$ cat config.mk
export PLATFORM = sky130hd
export DESIGN_NAME = adc_dual_scan_sequencer
export DESIGN_NICKNAME = d
export VERILOG_FILES = /design/src/rtl/adc_dual_scan_sequencer.sv
export SDC_FILE = /design/constraint.sdc
export NUM_CORES = 1
export LEC_CHECK = 0
export BUFFER_PORTS_ARGS = -buffer_cell sky130_fd_sc_hd__buf_2
export CORE_UTILIZATION = 45
export CTS_CLUSTER_DIAMETER = 30
export DETAILED_ROUTE_END_ITERATION = 10
export GPL_TIMING_DRIVEN = 0
export SYNTH_ARGS = -nofsm -noshare
export SYNTH_HDL_FRONTEND = slang
export SYNTH_SLANG_ARGS = --single-unit
$ cat constraint.sdc
create_clock -name clock_clk -period 4.1 [get_ports clock_clk]
set_input_delay 0.615 -clock clock_clk [delete_from_list [all_inputs] [get_ports clock_clk]]
set_output_delay 0.615 -clock clock_clk [all_outputs]
set_load 0.05 [all_outputs]
$ cat src/rtl/adc_dual_scan_sequencer.sv
// Autonomous dual-core ADC scan sequencer. Walks a programmable slot table,
// issues one command per slot to the selected core, waits for the matching
// response (or a timeout) and stores the 12-bit sample in a per-slot bank.
module adc_dual_scan_sequencer #(
  parameter  int NUM_SLOTS = 8,
  parameter  int TIMEOUT   = 255,
  localparam int SLOT_W    = $clog2(NUM_SLOTS)
) (
  input  logic              clock_clk,
  input  logic              reset_sink_reset_n,
  input  logic              enable,
  input  logic [SLOT_W-1:0] last_slot,
  input  logic              cfg_wr,
  input  logic [SLOT_W-1:0] cfg_addr,
  input  logic [5:0]        cfg_wdata,
  output logic              cmd1_valid,
  output logic              cmd1_sop,
  output logic              cmd1_eop,
  output logic [4:0]        cmd1_channel,
  input  logic              cmd1_ready,
  output logic              cmd2_valid,
  output logic              cmd2_sop,
  output logic              cmd2_eop,
  output logic [4:0]        cmd2_channel,
  input  logic              cmd2_ready,
  input  logic              rsp1_valid,
  input  logic [4:0]        rsp1_channel,
  input  logic [11:0]       rsp1_data,
  input  logic              rsp2_valid,
  input  logic [4:0]        rsp2_channel,
  input  logic [11:0]       rsp2_data,
  input  logic [SLOT_W-1:0] rd_addr,
  output logic [11:0]       rd_data,
  output logic              rd_fresh,
  output logic              busy,
  output logic              scan_done,
  output logic              err_mismatch,
  output logic              err_timeout,
  input  logic              err_clr
);

  localparam int TMR_W = $clog2(TIMEOUT + 1);

  localparam logic [1:0] S_IDLE  = 2'd0;
  localparam logic [1:0] S_ISSUE = 2'd1;
  localparam logic [1:0] S_WAIT  = 2'd2;
  localparam logic [1:0] S_NEXT  = 2'd3;

  logic [1:0]          state_q, state_d;
  logic [SLOT_W-1:0]   slot_q, slot_d;
  logic [SLOT_W-1:0]   last_q, last_d;
  logic [TMR_W-1:0]    timer_q, timer_d;
  logic [5:0]          tbl_q  [NUM_SLOTS];
  logic [11:0]         bank_q [NUM_SLOTS];
  logic [NUM_SLOTS-1:0] fresh_q;
  logic                err_mm_q, err_to_q;
  logic [11:0]         rd_data_q;
  logic                rd_fresh_q;

  // Current slot decode; entry bit 5 selects core 2.
  logic [5:0]  cur_ent;
  logic        cur_c2;
  logic [4:0]  cur_ch;
  logic        issuing, cmd_fire;
  logic        rsp_v, rsp_ok, rsp_bad, tmo, last_hit, restart;
  logic [4:0]  rsp_ch;
  logic [11:0] rsp_dat;

  assign cur_ent  = tbl_q[slot_q];
  assign cur_c2   = cur_ent[5];
  assign cur_ch   = cur_ent[4:0];
  assign issuing  = (state_q == S_ISSUE);
  assign cmd_fire = issuing && (cur_c2 ? cmd2_ready : cmd1_ready);

  // Only the commanded core's response stream is looked at, and only in WAIT.
  assign rsp_v    = (state_q == S_WAIT) && (cur_c2 ? rsp2_valid : rsp1_valid);
  assign rsp_ch   = cur_c2 ? rsp2_channel : rsp1_channel;
  assign rsp_dat  = cur_c2 ? rsp2_data    : rsp1_data;
  assign rsp_ok   = rsp_v && (rsp_ch == cur_ch);
  assign rsp_bad  = rsp_v && (rsp_ch != cur_ch);
  // A response arriving on the expiry cycle beats the timeout.
  assign tmo      = (state_q == S_WAIT) && !rsp_v && (timer_q == TMR_W'(TIMEOUT - 1));
  assign last_hit = (slot_q == last_slot);
  assign restart  = enable && ((state_q == S_IDLE) || ((state_q == S_NEXT) && last_hit));

  // Command outputs are decoded from registered state; fields zero when idle.
  assign cmd1_valid   = issuing && !cur_c2;
  assign cmd2_valid   = issuing &&  cur_c2;
  assign cmd1_channel = cmd1_valid ? cur_ch : 5'd0;
  assign cmd2_channel = cmd2_valid ? cur_ch : 5'd0;
  assign cmd1_sop     = cmd1_valid && (slot_q == '0);
  assign cmd2_sop     = cmd2_valid && (slot_q == '0);
  assign cmd1_eop     = cmd1_valid && (slot_q == last_q);
  assign cmd2_eop     = cmd2_valid && (slot_q == last_q);

  assign busy         = (state_q != S_IDLE);
  assign scan_done    = (state_q == S_NEXT) && last_hit;
  assign err_mismatch = err_mm_q;
  assign err_timeout  = err_to_q;
  assign rd_data      = rd_data_q;
  assign rd_fresh     = rd_fresh_q;

  // Next-state logic for the scan FSM, slot pointer and WAIT timer.
  always_comb begin
    state_d = state_q;
    slot_d  = slot_q;
    last_d  = last_q;
    timer_d = timer_q;
    case (state_q)
      S_IDLE: if (enable) begin
        state_d = S_ISSUE;
        slot_d  = '0;
        last_d  = last_slot;
      end
      S_ISSUE: if (cmd_fire) begin
        state_d = S_WAIT;
        timer_d = '0;
      end
      S_WAIT: begin
        if (rsp_v || tmo) state_d = S_NEXT;
        else              timer_d = timer_q + TMR_W'(1);
      end
      default: begin
        last_d = last_slot;
        if (!last_hit) begin
          slot_d  = slot_q + SLOT_W'(1);
          state_d = S_ISSUE;
        end else begin
          slot_d  = '0;
          state_d = enable ? S_ISSUE : S_IDLE;
        end
      end
    endcase
  end

  // FSM state registers.
  always_ff @(posedge clock_clk) begin
    if (!reset_sink_reset_n) begin
      state_q <= S_IDLE;
      slot_q  <= '0;
      last_q  <= '0;
      timer_q <= '0;
    end else begin
      state_q <= state_d;
      slot_q  <= slot_d;
      last_q  <= last_d;
      timer_q <= timer_d;
    end
  end

  // Slot table (writable only while idle), result bank and fresh bits.
  always_ff @(posedge clock_clk) begin
    if (!reset_sink_reset_n) begin
      for (int i = 0; i < NUM_SLOTS; i++) begin
        tbl_q[i]  <= '0;
        bank_q[i] <= '0;
      end
      fresh_q <= '0;
    end else begin
      if (cfg_wr && (state_q == S_IDLE)) tbl_q[cfg_addr] <= cfg_wdata;
      if (rsp_ok) bank_q[slot_q] <= rsp_dat;
      if (restart)     fresh_q         <= '0;
      else if (rsp_ok) fresh_q[slot_q] <= 1'b1;
    end
  end

  // Sticky error flags; a set event outranks a simultaneous clear.
  always_ff @(posedge clock_clk) begin
    if (!reset_sink_reset_n) begin
      err_mm_q <= 1'b0;
      err_to_q <= 1'b0;
    end else begin
      if (rsp_bad)      err_mm_q <= 1'b1;
      else if (err_clr) err_mm_q <= 1'b0;
      if (tmo)          err_to_q <= 1'b1;
      else if (err_clr) err_to_q <= 1'b0;
    end
  end

  // Registered readout; a same-cycle store is seen on the following read.
  always_ff @(posedge clock_clk) begin
    if (!reset_sink_reset_n) begin
      rd_data_q  <= '0;
      rd_fresh_q <= 1'b0;
    end else begin
      rd_data_q  <= bank_q[rd_addr];
      rd_fresh_q <= fresh_q[rd_addr];
    end
  end

endmodule

== Yosys cells after proc, flatten, opt, wreduce, memory -nomap -nowiden ==
Memories as Yosys holds them, arrays and structs flattened. A register that Yosys moved wholly into a read port is not among the register bits.
Index checks and enable logic that the tools add are counted.

* Register bits after elaboration: 27
* RAM bits: 144
* Bits of input ports: 58
* Memories: 2

{| class="wikitable"
|+ Memories
! name !! words !! width !! read ports !! clocked after memory_dff !! wr ports !! RTL line !! RTL
|-
| bank_q || 8 || 12 || 1 || 1 || 8 || 54 || <nowiki>logic [11:0] bank_q [NUM_SLOTS];</nowiki>
|-
| tbl_q || 8 || 6 || 1 || 1 || 8 || 53 || <nowiki>logic [5:0] tbl_q [NUM_SLOTS];</nowiki>
|}

* $add $sub $neg: 2
* Order comparisons: 3
* Equal/unequal tests: 12
* Muxes and demuxes: 42
* Bitwise operators: 3
* Reductions and logical operators: 34

{| class="wikitable"
|+ Operators by type and width
! operator !! count
|-
| $mux 12 || 2
|-
| $mux 3 || 7
|-
| $mux 1 || 18
|-
| $logic_and 1x1->1 || 16
|-
| $mux 8 || 2
|-
| $pmux 8 s2 || 1
|-
| $mux 5 || 3
|-
| $pmux 3 s2 || 2
|-
| $reduce_or 12->1 || 1
|-
| $add 8x1->8 const B || 1
|-
| $eq 8x8->1 const B || 1
|-
| $lt 3x4->1 const B || 2
|-
| $or 8x8->8 || 1
|-
| $reduce_bool 2->1 || 4
|-
| $eq 3x3->1 || 2
|-
| $mux 2 || 3
|-
| $mux 6 || 1
|-
| $pmux 2 s3 || 1
|-
| $reduce_and 3->1 || 2
|-
| $reduce_or 6->1 || 1
|-
| $eq 5x5->1 || 1
|-
| $ne 5x5->1 || 1
|-
| $eq 2x2->1 const B || 2
|-
| $ne 2x1->1 const B || 2
|-
| other kinds (13) || 19
|}

== Longest topological paths before layout ==
* Word-level depth: 8
* Mapped depth: 11

== Worst setup path after synthesis ==
No wires, ideal clock.

* Kind: register to register
* From: register with a tool-made name
* To: memory bank_q[2][0] (enable)
* Setup time: 400 ps
* Data arrival time: 3108 ps
* Data required time: 3700 ps
* Path slack: 591 ps
* Cell stages (with the launch flop): 9
* Buffers on the path: 2
* Period minus slack after synthesis: 3509 ps
* Cells stage by stage: dfxtp_1 > buf_4 > buf_6 > mux4_2 > mux2i_1 > xor2_1 > nor3_4 > nand3_1 > o31ai_1

{| class="wikitable"
|+ RTL lines
! item !! RTL line
|-
| to (decl) || 54
|}

==> run_results.csv <==
group,metric,value,unit
cells_and_area,nNetsFinal,844,
die,die_y,140.5,µm
power,p_sw_share,35.13,%
worst_setup_path,critical_path_peak_fanout,10,
timing,rsz0062_at_grt,"false",
cells_and_area,layout-drive-gt1-share,24.94,%
power,p_switching,1856,µW
die,core,0.01877,mm²
drt,drt_pass1_iterations,5,
worst_setup_path,ff2ff_setup_slack,220,ps
timing,fin_crit_sh,94.75,%
clocking,cts_tree,"built",
placed_design,hpwlAfterDp,15.24,mm
logic_synthesis,synth_cells,664,
placed_design,place_area,0.009462,mm²
timing,setup_violations,0,
drt,final_antenna_net_count,0,
clocking,cts.sinks,186,
timing,whs,438.2,ps
logic_synthesis,synthTopCellsByArea,"edfxtp_1 50%, dfxtp_1 9.7%, mux4_2 9.6%",
cells_and_area,fin_area,0.01008,mm²
power,combPwrFrac,28.0,%
placed_design,gp_congestion,0.8288,
die,die_area,0.01975,mm²
logic_synthesis,async_flop_share,0,%
clocking,postCtsSetupBuffers,0,
worst_setup_path,r2r_cells,9,
logic_synthesis,syn_nets,731,
clocking,cts_max_level,4,
global_route,track_usage,22.22,%
timing,period_minus_slack,3885,ps
cells_and_area,antenna_cells_inserted,0,
drt,vias,5772,
logic_synthesis,synth-seq-area-share,59.81,%
drt,drcViolationCount,0,
power,ir_worst_vdd,0.3136,mV
global_route,grt_max_degree,20,
logic_synthesis,synth_area_leader_cell,"edfxtp_1",
timing,tightest_slew,956.3,ps
worst_setup_path,endpoint,"bank_q[1][6]",
power,power_density,524.2,mW/mm²
clocking,numCtsBuffers,17,
cells_and_area,multi_input_area,0.003266,mm²
cells_and_area,area_growth,16.75,%
power,power_frac_clock,30.5,%
timing,fmax,257.4,MHz
drt,finalWirelength,20.77,mm
global_route,grt_pass1_wl,32.60,mm
logic_synthesis,synth_top_area_share,50.07,%
power,p_leak,0.003831,µW
placed_design,dpl_worst_slack,22.36,ps
timing,setup_ws,215.4,ps
logic_synthesis,yosysWarnings,0,
logic_synthesis,synth_top_flop_cell,"edfxtp_1",
logic_synthesis,yosysUniqueCellTypes,40,
die,die_width,140.5,µm
die,start_util,46.01,%
logic_synthesis,synth_edf_count,144,
timing,relSlewSlack,36.24,%
global_route,overflow,0,
power,share_seq_of_total_power,41.5,%
timing,skew,14.94,ps
cells_and_area,fillCellCount,1637,
worst_setup_path,worstPathRequired,4250,ps
logic_synthesis,ys_ff_latch,186,
worst_setup_path,worst_setup_path_end_kind,"register",
logic_synthesis,synth_area,0.008636,mm²
die,pin_count,91,
logic_synthesis,avgSynthCellArea,13.01,µm²
drt,via_per_inst,5.637,
clocking,insertion_delay,440,ps
placed_design,port_buffers,86,
global_route,antenna_found_initial,0,
timing,slew_violations,0,
timing,finalHoldViolations,0,
worst_setup_path,cp-start-kind,"register",
clocking,root_buffer,"clkbuf_16",
status,status,"completed",
drt,routedWlPerCell,20.28,µm
clocking,clkTransAtPathRegs,70,ps
flow_run,cap_violations,0,
cells_and_area,regArea,0.005165,mm²
worst_setup_path,r2r_end,"bank_q[1][6]",
worst_setup_path,setup.worst_path.class,"register to register",
power,internal_power,3429,µW
global_route,grt_pass1_vias,6001,
hold_path,worstHoldPathType,"primary input to register",
die,std_cell_rows,50,
clocking,clk_path_buf_depth,2,
drt,drt_iter0_markers,384,
worst_setup_path,arrival,4030,ps
[synthesized netlist by cell type (2+ instances only)]
cell type / count
and3_1: 3
dfxtp_1: 42
nand2_1: 22
nand4b_1: 2
edfxtp_1: 144
nand3_1: 17
clkbuf_1: 21
nor3_1: 7
nor4_1: 50
nor2_1: 101
buf_6: 5
o31ai_1: 8
and2_1: 51
buf_2: 10
xnor2_1: 4
mux2i_1: 45
o21ai_0: 16
ha_1: 9
nand2b_1: 8
mux4_2: 37
inv_1: 12
o21a_1: 2
a21oi_1: 6
nand4_1: 4
buf_1: 8
or2_2: 3
xor2_1: 14
[critical path, stage by stage (launching register included)]
cell	delay, ps
dfxtp_1	320
buf_4	160
buf_6	200
mux4_2	540
mux2i_1	440
xor2_1	180
nor3_4	460
nand4_1	450
o21ai_1	540
buf_4	280
[flip-flops by register name, indices dropped and copies added (netlist names), named ones only]
signal        cells
slot_q            3
state_q           2
bank_q           96
rd_fresh          1
err_mismatch      1
last_q            3
fresh_q           8
tbl_q            48
err_timeout       1
timer_q           8
rd_data          12
[placed cells by master, fill, tap and decap left out, types with 2 or more instances in the layout]
cell / synthesis / final
a21oi_1: 6 / 6
and2_1: 51 / 51
and3_1: 3 / 3
buf_1: 8 / 8
buf_2: 10 / 96
buf_4: 1 / 3
buf_6: 5 / 11
clkbuf_1: 21 / 21
clkbuf_16: 0 / 17
clkinv_4: 0 / 4
dfxtp_1: 42 / 42
edfxtp_1: 144 / 144
ha_1: 9 / 9
inv_1: 12 / 12
inv_6: 0 / 3
inv_8: 0 / 6
mux2i_1: 45 / 45
mux4_2: 37 / 37
nand2_1: 22 / 22
nand2b_1: 8 / 8
nand3_1: 17 / 16
nand4_1: 4 / 4
nand4b_1: 2 / 2
nor2_1: 101 / 101
nor3_1: 7 / 7
nor4_1: 50 / 50
o21a_1: 2 / 2
o21ai_0: 16 / 12
o21ai_2: 1 / 4
o31ai_1: 8 / 4
o31ai_4: 0 / 3
or2_2: 3 / 3
xnor2_1: 4 / 4
xor2_1: 14 / 14
[what timing repair did]
action	4_1_cts	5_1_grt
hold buffers	0	0
gates resized for setup	0	7
endpoints found under the setup margin	0	38
[cells by family after synthesis]
family | count (synthesis) | share of synthesized area (%)
AO/OA/AOI/OAI | 37 | 2.782
adder cells (fa/ha/maj) | 9 | 1.304
buffers and inverters | 57 | 3.101
AND/OR/NAND/NOR | 274 | 16.14
flip-flops | 186 | 59.81
XOR/XNOR | 18 | 1.826
multiplexers | 83 | 15.04
[metrics by stage]
step	util [%]	setup TNS [ps]	cells	total power (µW)
4_1_cts	53.49	0	1024	5284
2_1_floorplan	-	0	664	3288
3_3_place_gp	49.87	-57580	984	3650
6_report	53.72	0	1024	5285
5_1_grt	53.72	0	1024	5480
3_5_place_dp	50.41	0	992	3696
[how the worst min path moves through the flow]
| stage | from | to | depth (start not counted) |
|---|---|---|---|
| CTS | last_slot[2] | last_q[2] | 3 |
| floorplan | fresh_q[2] | fresh_q[2] | 2 |
| global route | last_slot[2] | last_q[2] | 3 |
| finish | last_slot[2] | last_q[2] | 3 |
| global placement | fresh_q[1] | fresh_q[1] | 2 |
| detailed placement | fresh_q[7] | fresh_q[7] | 2 |
[power by group through the flow]
stage | Combinational (µW) | Clock [µW] | Sequential [µW]
after floorplan | 1040 | 0 | 2250
after global placement | 1420 | 0 | 2230
after detailed placement | 1460 | 0 | 2240
after CTS | 1460 | 1630 | 2190
after global routing | 1580 | 1690 | 2200
final | 1480 | 1610 | 2190
[final cells by class]
type | count | area share, %
clock inverters | 15 | 1.514
multi-input cells | 421 | 32.39
clock buffers | 17 | 4.219
inverters | 12 | 0.4468
plain buffers | 45 | 2.209
repair buffers | 94 | 5.088
well taps | 234 | 2.904
flip-flops and latches | 186 | 51.23
[layer usage]
layer  up-vias  global-route usage (%)  routed length, µm
met4         0                   8.924                444
met2       174                   38.32              10340
met3        24                   4.513               1017
met5         -                       0                  0
li1       2696                       -                  -
met1      2878                   27.41               8962
Power figures use the tool's default switching activity.
